### src/rtl/pc_fetch_if.sv
// Instruction-memory request/ack bus plus the fetch-to-decode valid/ready handshake.
// The fetch stage uses the master modport; the memory/decode environment uses slave.
interface pc_fetch_if;
  logic        imem_req;
  logic [31:0] imem_addr;
  logic        imem_ack;
  logic [31:0] imem_rdata;
  logic        if_valid;
  logic [31:0] if_pc;
  logic [31:0] if_inst;
  logic        id_ready;

  modport master (
    output imem_req, imem_addr, if_valid, if_pc, if_inst,
    input  imem_ack, imem_rdata, id_ready
  );

  modport slave (
    input  imem_req, imem_addr, if_valid, if_pc, if_inst,
    output imem_ack, imem_rdata, id_ready
  );
endinterface

### src/rtl/pc_fetch.sv
// Program-counter register and instruction-fetch stage: fetches the instruction at pc over
// req/ack, presents {pc, inst} to decode, then loads npc; supports flush and misalign trapping.
module pc_fetch #(
  parameter logic [31:0] RESET_PC = 32'h0000_0000
) (
  input  logic        clk,
  input  logic        rst,
  input  logic [31:0] npc,
  input  logic        flush,
  input  logic [31:0] flush_pc,
  output logic        misalign_err,
  pc_fetch_if.master  bus
);

  localparam logic [1:0] S_FETCH = 2'd0;
  localparam logic [1:0] S_VALID = 2'd1;
  localparam logic [1:0] S_DROP  = 2'd2;
  localparam logic [1:0] S_TRAP  = 2'd3;

  localparam logic [1:0] RESET_STATE = (RESET_PC[1:0] != 2'b00) ? S_TRAP : S_FETCH;

  logic [1:0]  state;
  logic [31:0] pc;
  logic [31:0] req_addr;
  logic [31:0] inst_q;
  logic [31:0] drop_pc;

  // Target to fetch once the orphaned request drains; a flush in the drain cycle wins.
  assign drop_pc = flush ? flush_pc : pc;

  always_ff @(posedge clk) begin
    if (rst) begin
      state    <= RESET_STATE;
      pc       <= RESET_PC;
      req_addr <= RESET_PC;
      inst_q   <= '0;
    end else begin
      case (state)
        S_FETCH: begin
          if (flush) begin
            pc <= flush_pc;
            if (bus.imem_ack) begin
              req_addr <= flush_pc;
              state    <= (flush_pc[1:0] != 2'b00) ? S_TRAP : S_FETCH;
            end else begin
              // request stays on the bus with its old address until the memory answers
              state <= S_DROP;
            end
          end else if (bus.imem_ack) begin
            inst_q <= bus.imem_rdata;
            state  <= S_VALID;
          end
        end
        S_VALID: begin
          if (flush) begin
            pc       <= flush_pc;
            req_addr <= flush_pc;
            state    <= (flush_pc[1:0] != 2'b00) ? S_TRAP : S_FETCH;
          end else if (bus.id_ready) begin
            pc       <= npc;
            req_addr <= npc;
            state    <= (npc[1:0] != 2'b00) ? S_TRAP : S_FETCH;
          end
        end
        S_DROP: begin
          pc <= drop_pc;
          if (bus.imem_ack) begin
            req_addr <= drop_pc;
            state    <= (drop_pc[1:0] != 2'b00) ? S_TRAP : S_FETCH;
          end
        end
        S_TRAP: begin
          if (flush) begin
            pc       <= flush_pc;
            req_addr <= flush_pc;
            state    <= (flush_pc[1:0] != 2'b00) ? S_TRAP : S_FETCH;
          end
        end
        default: state <= S_FETCH;
      endcase
    end
  end

  always_comb begin
    bus.imem_req  = !rst && ((state == S_FETCH) || (state == S_DROP));
    bus.imem_addr = req_addr;
    bus.if_valid  = !rst && (state == S_VALID);
    bus.if_pc     = pc;
    bus.if_inst   = inst_q;
    misalign_err  = !rst && (state == S_TRAP);
  end

endmodule

### src/flat_wrapper.sv
// flat-port wrapper written by rule: the top's interface ports become plain ports
module pc_fetch_flat 
#(
  parameter logic [31:0] RESET_PC = 32'h0000_0000
)
  (clk, rst, npc, flush, flush_pc, misalign_err, bus_imem_req, bus_imem_addr, bus_if_valid, bus_if_pc, bus_if_inst, bus_imem_ack, bus_imem_rdata, bus_id_ready);
  pc_fetch_if bus_i ();
  input  logic clk;
  input  logic rst;
  input  logic [31:0] npc;
  input  logic flush;
  input  logic [31:0] flush_pc;
  output logic misalign_err;
  output wire logic [$bits(bus_i.imem_req)-1:0] bus_imem_req;
  output wire logic [$bits(bus_i.imem_addr)-1:0] bus_imem_addr;
  output wire logic [$bits(bus_i.if_valid)-1:0] bus_if_valid;
  output wire logic [$bits(bus_i.if_pc)-1:0] bus_if_pc;
  output wire logic [$bits(bus_i.if_inst)-1:0] bus_if_inst;
  input wire logic [$bits(bus_i.imem_ack)-1:0] bus_imem_ack;
  input wire logic [$bits(bus_i.imem_rdata)-1:0] bus_imem_rdata;
  input wire logic [$bits(bus_i.id_ready)-1:0] bus_id_ready;
  assign bus_imem_req = bus_i.imem_req;
  assign bus_imem_addr = bus_i.imem_addr;
  assign bus_if_valid = bus_i.if_valid;
  assign bus_if_pc = bus_i.if_pc;
  assign bus_if_inst = bus_i.if_inst;
  assign bus_i.imem_ack = bus_imem_ack;
  assign bus_i.imem_rdata = bus_imem_rdata;
  assign bus_i.id_ready = bus_id_ready;
  pc_fetch #(.RESET_PC(RESET_PC)) u_core (.clk(clk), .rst(rst), .npc(npc), .flush(flush), .flush_pc(flush_pc), .misalign_err(misalign_err), .bus(bus_i));
endmodule
### config.mk
export PLATFORM = sky130hd
export DESIGN_NAME = pc_fetch_flat
export DESIGN_NICKNAME = d
export VERILOG_FILES = /design/src/rtl/pc_fetch_if.sv /design/src/rtl/pc_fetch.sv /design/src/flat_wrapper.sv
export SDC_FILE = /design/constraint.sdc
export NUM_CORES = 1
export LEC_CHECK = 0
export ABC_CLOCK_PERIOD_IN_PS = 3800
export CORE_AREA = 5 5 152 81
export DETAILED_ROUTE_END_ITERATION = 10
export DIE_AREA = 0 0 157 86
export PLACE_DENSITY = 0.82
export REMOVE_ABC_BUFFERS = 1
export SETUP_SLACK_MARGIN = 0.1
export SLEW_MARGIN = 20
export SYNTH_ARGS = -nofsm -noshare
export SYNTH_HDL_FRONTEND = slang
export SYNTH_SLANG_ARGS = --single-unit
### constraint.sdc
create_clock -name clk -period 3.8 [get_ports clk]
set_clock_uncertainty 0.15 [all_clocks]
set_input_delay 0.95 -clock clk [delete_from_list [all_inputs] [get_ports clk]]
set_output_delay 0.95 -clock clk [all_outputs]
set_load 0.02 [all_outputs]
# [Yosys cells after proc, flatten, opt, wreduce, memory -nomap -nowiden]
# Cells that the tools add are included.
[totals] register_bits=98 in_bits=101 word_cells=47
[op_classes] n_eq_ne=9 n_mux=20 bitwise_logic=1 reduce_logical=13
[op_table] op="$mux W32" n=7
[op_table] op="$pmux W32 S4" n=1
[op_table] op="$pmux W32 S2" n=1
[op_table] op="$mux W2" n=10
[op_table] op="$ne A2 B2 Y1 const B" n=4
[op_table] op="$pmux W2 S4" n=1
[op_table] op="$ne A3 B3 Y1 const B" n=2
[op_table] op="$reduce_bool A2 Y1" n=3
[op_table] op="$reduce_and A5 Y1" n=1
[op_table] op="$eq A2 B2 Y1 const B" n=2
[op_table] op="$reduce_and A4 Y1" n=1
[op_table] op="$logic_and A1 B1 Y1" n=3
[op_table] op="$reduce_and A3 Y1" n=1
[op_table] op="$reduce_or A3 Y1" n=1
[op_table] op="$eq A2 B1 Y1 const B" n=1
[op_table] op="$logic_not A2 Y1" n=1
[op_table] op="$logic_not A1 Y1" n=1
[op_table] op="$logic_or A1 B1 Y1" n=1
[op_table] op="$not A1 Y1" n=1

# [Logic depth before layout (Yosys ltp)]
[logic_depth] word_depth=5 mapped_depth=9 depth_no_buf=6

# [Least setup slack after synthesis]
# Ideal clock, no wire load.
[synth_timing] path_kind="input port to output port" from="input rst" to="output bus_imem_req" t_arrival_ns=1.685 required_ns=2.700 slack_ns=1.015 path_stages=3 path_buffers=2 cell_sequence="clkbuf_1 clkbuf_1 a21oi_1"
[synth_between] elab_chain_cells=2
[synth_rtl] item="from (decl)" line="flat_wrapper.sv:9" source="input logic rst;"
[synth_rtl] item="$logic_not A1 Y1" line="pc_fetch.sv:85" source="bus.imem_req = !rst && ((state == S_FETCH) || (state == S_DROP));"
[synth_rtl] item="$logic_and A1 B1 Y1" line="pc_fetch.sv:85"
[synth_rtl] item="to (decl)" line="flat_wrapper.sv:14" source="output wire logic [$bits(bus_i.imem_req)-1:0] bus_imem_req;"
# Every way passes these cells.

# [Worst setup path in the final report]
[layout_timing] from="register u_core.state[0]" to="output bus_imem_req"
[layout_between] elab_chain_cells=3 elab_cells_between_ends=4 cone_classes="eq/ne (1); reduce/logical (3)"
[layout_rtl] item="from (decl)" line="pc_fetch.sv:22" source="logic [1:0] state;"
[layout_rtl] item="from (signal assigned)" line="pc_fetch.sv:44" source="state <= (flush_pc[1:0] != 2'b00) ? S_TRAP : S_FETCH;"
[layout_rtl] item="from (signal assigned)" line="pc_fetch.sv:58" source="state <= (flush_pc[1:0] != 2'b00) ? S_TRAP : S_FETCH;"
[layout_rtl] item="from (signal assigned)" line="pc_fetch.sv:62" source="state <= (npc[1:0] != 2'b00) ? S_TRAP : S_FETCH;"
[layout_rtl] item="$eq A2 B2 Y1 or $logic_not A2 Y1 (tied branches)" line="pc_fetch.sv:85"
[layout_rtl] item="$logic_or A1 B1 Y1 (*)" line="pc_fetch.sv:85"
[layout_rtl] item="$logic_and A1 B1 Y1 (*)" line="pc_fetch.sv:85"
# Mark *: on every way between the ends. The rest lies on a longest branch, timed or not.

==> results.cfg <==
[routing]
totalWireLength_um = 18300
postRouteAntennaNets = 0
drt-pass1-iter-count = 6
vias = 5693
route.detailed.drc = 0
via_per_inst = 5.899
drt_iter0_markers = 499
wire_per_inst_um = 18.96

[layout]
fin_cells = 965
fin_nets = 920
syn_to_final_growth_pct = 46.72
drive_above_1_share = 0.04268
antenna_cells = 0

[synth]
synth_top_area_frac = 0.3868
synthArstFlopShare = 0
synth.most_common_cell = nor2_1
synthTopCellsByCount = 99 x nor2_1, 98 x dfxtp_1, 70 x nand2_1
ys_seq_elements = 98
synth_edf_count = 0
yosysSeqAreaShare = 0.3868
synth_area_leader_cell = dfxtp_1
ys_warn_count = 0
syn_area_um2 = 5072
synth_flop_cell = dfxtp_1
syn_avg_cell_area_um2 = 7.756
synth_cell_types = 30
syn-instance-count = 654
synth.top_cells.by_area = dfxtp_1 39%, nor2_1 7.3%, a21oi_1 6.5%

[critical_path]
critPathRequiredTime_ns = 2.70
crit_fanout = 6
arrival_ns = 2.07
worstSetupStartpointType = flop
r2r-end = u_core.bus.imem_addr[4]
critPathKind = flop to output pin
reg2reg_from = u_core.state[1]
ff2ff_setup_slack_ns = 1.20
end_kind = output pin
reg2reg_depth = 7
worstSetupStartpoint = u_core.state[0]

[floorplan]
die_h_um = 86
rows = 27
io_pins = 200
initial_core_util = 0.4707
die_w_um = 157
die_area_um2 = 13500
design.core.area_um2 = 10780

[power]
power_frac_comb = 0.534
clkPwrFrac = 0.184
seq_power_share = 0.282
p_sw_frac = 0.4310
power_density_nw_per_um2 = 722.8
peakVddDrop_uv = 408.2
netSwitchingPower_mw = 2.318
p_int_mw = 3.061
finalPower_mw = 5.379
leakage_nw = 2.804

[timing]
fin_ws_ns = 0.6320
whs_ns = 0.3086
max_slew_margin = 0.5252
rsz0062_at_grt = no
max_freq_mhz = 315.7
setup_viol = 0
tns_ns = 0
worst_pin_slew_ns = 0.7122
hold_viol = 0
fin_crit_sh = 0.8337
slew_violations = 0
min_period_ns = 3.168

[cts]
root_buffer = clkbuf_16
post-cts-setup-buffers = 0
htreeDepth = 3
path_clk_slew_ns = 0.07
clock_sinks = 98
clock_path_buffers = 2
clkLatencyLatePin_ns = 0.34
hold_buffers = 0
post_cts_resized = 0
cts_buffers = 9
cts_tree = built

[grt]
grt_pass1_vias = 5512
grt_use_total = 0.2647
grt_max_degree = 69
gr-total-overflow = 0
grt_pass1_wl_um = 28810
grt_antenna_before_repair = 0

[min_path]
worstHoldPathCells = 2
hp-class = flop to flop
hold_end = u_core.bus.if_inst[5]
hold_start = u_core.bus.if_inst[5]

[placement]
place_inst = 949
io_buffers = 199
gp_congestion = 0.8729
dpl_worst_slack_ns = 0.6905
place_hpwl_um = 12530

[status]
status = complete, no violations

[job]
cap_violations = 0
==> power groups by stage <==
| stage | Sequential, mW | Combinational [mW] | Clock [mW] |
|---|---|---|---|
| 2_1_floorplan | 1.82 | 1.31 | 0 |
| 3_3_place_gp | 1.52 | 2.76 | 0 |
| 3_5_place_dp | 1.53 | 2.83 | 0 |
| 4_1_cts | 1.51 | 2.85 | 1.01 |
| 5_1_grt | 1.55 | 3.10 | 1.06 |
| 6_report | 1.52 | 2.87 | 0.990 |
==> placed cells by master, fill, tap and decap left out, types with 6 or more instances in the layout <==
cell type	count
a211oi_1	32
a21oi_1	66
a22oi_1	30
a311oi_1	34
buf_4	15
clkbuf_16	9
clkdlybuf4s50_1	197
dfxtp_1	98
inv_1	38
mux2i_1	30
nand2_1	70
nor2_1	99
nor2b_1	6
nor3_1	34
o2bb2ai_1	30
==> kinds of logic (layout without fill, tap and decap cells) <==
kind of cell,Yosys count,in the layout,share of synthesized area
flops,98,98,0.3868
mux,30,30,0.05920
buf+inv,101,267,0.07672
compound gates,203,203,0.2901
fa+ha+maj,4,4,0.009867
simple gates,218,218,0.1774
==> final cells by class <==
type	count	area [um2]
fillers	859	3334
well taps	145	181.4
repair buffers	213	2105
clock inverters	5	77.57
multi-input cells	455	2731
clock buffers	11	242.7
inverters	38	142.6
flip-flops and latches	98	1962
==> through the flow <==
| stage | instance area, um2 | util |
|---|---|---|
| floorplan | 4826 | - |
| global placement | 7122 | 0.6609 |
| detailed placement | 7122 | 0.6609 |
| CTS | 7442 | 0.6906 |
| global route | 7442 | 0.6906 |
| finish | 7442 | 0.6906 |
==> registers in the layout (all words and copies together) (netlist names) <==
name	flops
u_core.bus.if_inst	32
u_core.bus.if_pc	32
u_core.state	2
u_core.bus.imem_addr	32
==> routing by layer <==
layer / up-vias / global-route usage / share of wire
met4: 0 / 0.05984 / 0.011
met5: - / 0 / 0
li1: 2666 / - / -
met1: 2678 / 0.3658 / 0.43
met2: 321 / 0.4125 / 0.45
met3: 28 / 0.07510 / 0.12
==> worst max-delay path by stage <==
stage                               to  depth (start not counted)
after global routing      bus_imem_req                          5
after detailed placement  bus_if_valid                          3
final                     bus_imem_req                          5
after global placement    bus_if_valid                          3
after CTS                 bus_imem_req                          5
after floorplan           bus_if_valid                          4
==> critical path, cell delays in order, from the launching register on <==
cell	delay, ns
dfxtp_1	0.33
inv_1	0.10
ha_1	0.32
inv_1	0.14
a21oi_1	0.19
clkdlybuf4s50_1	0.64
No activity file was read; power rests on OpenSTA's default activity.
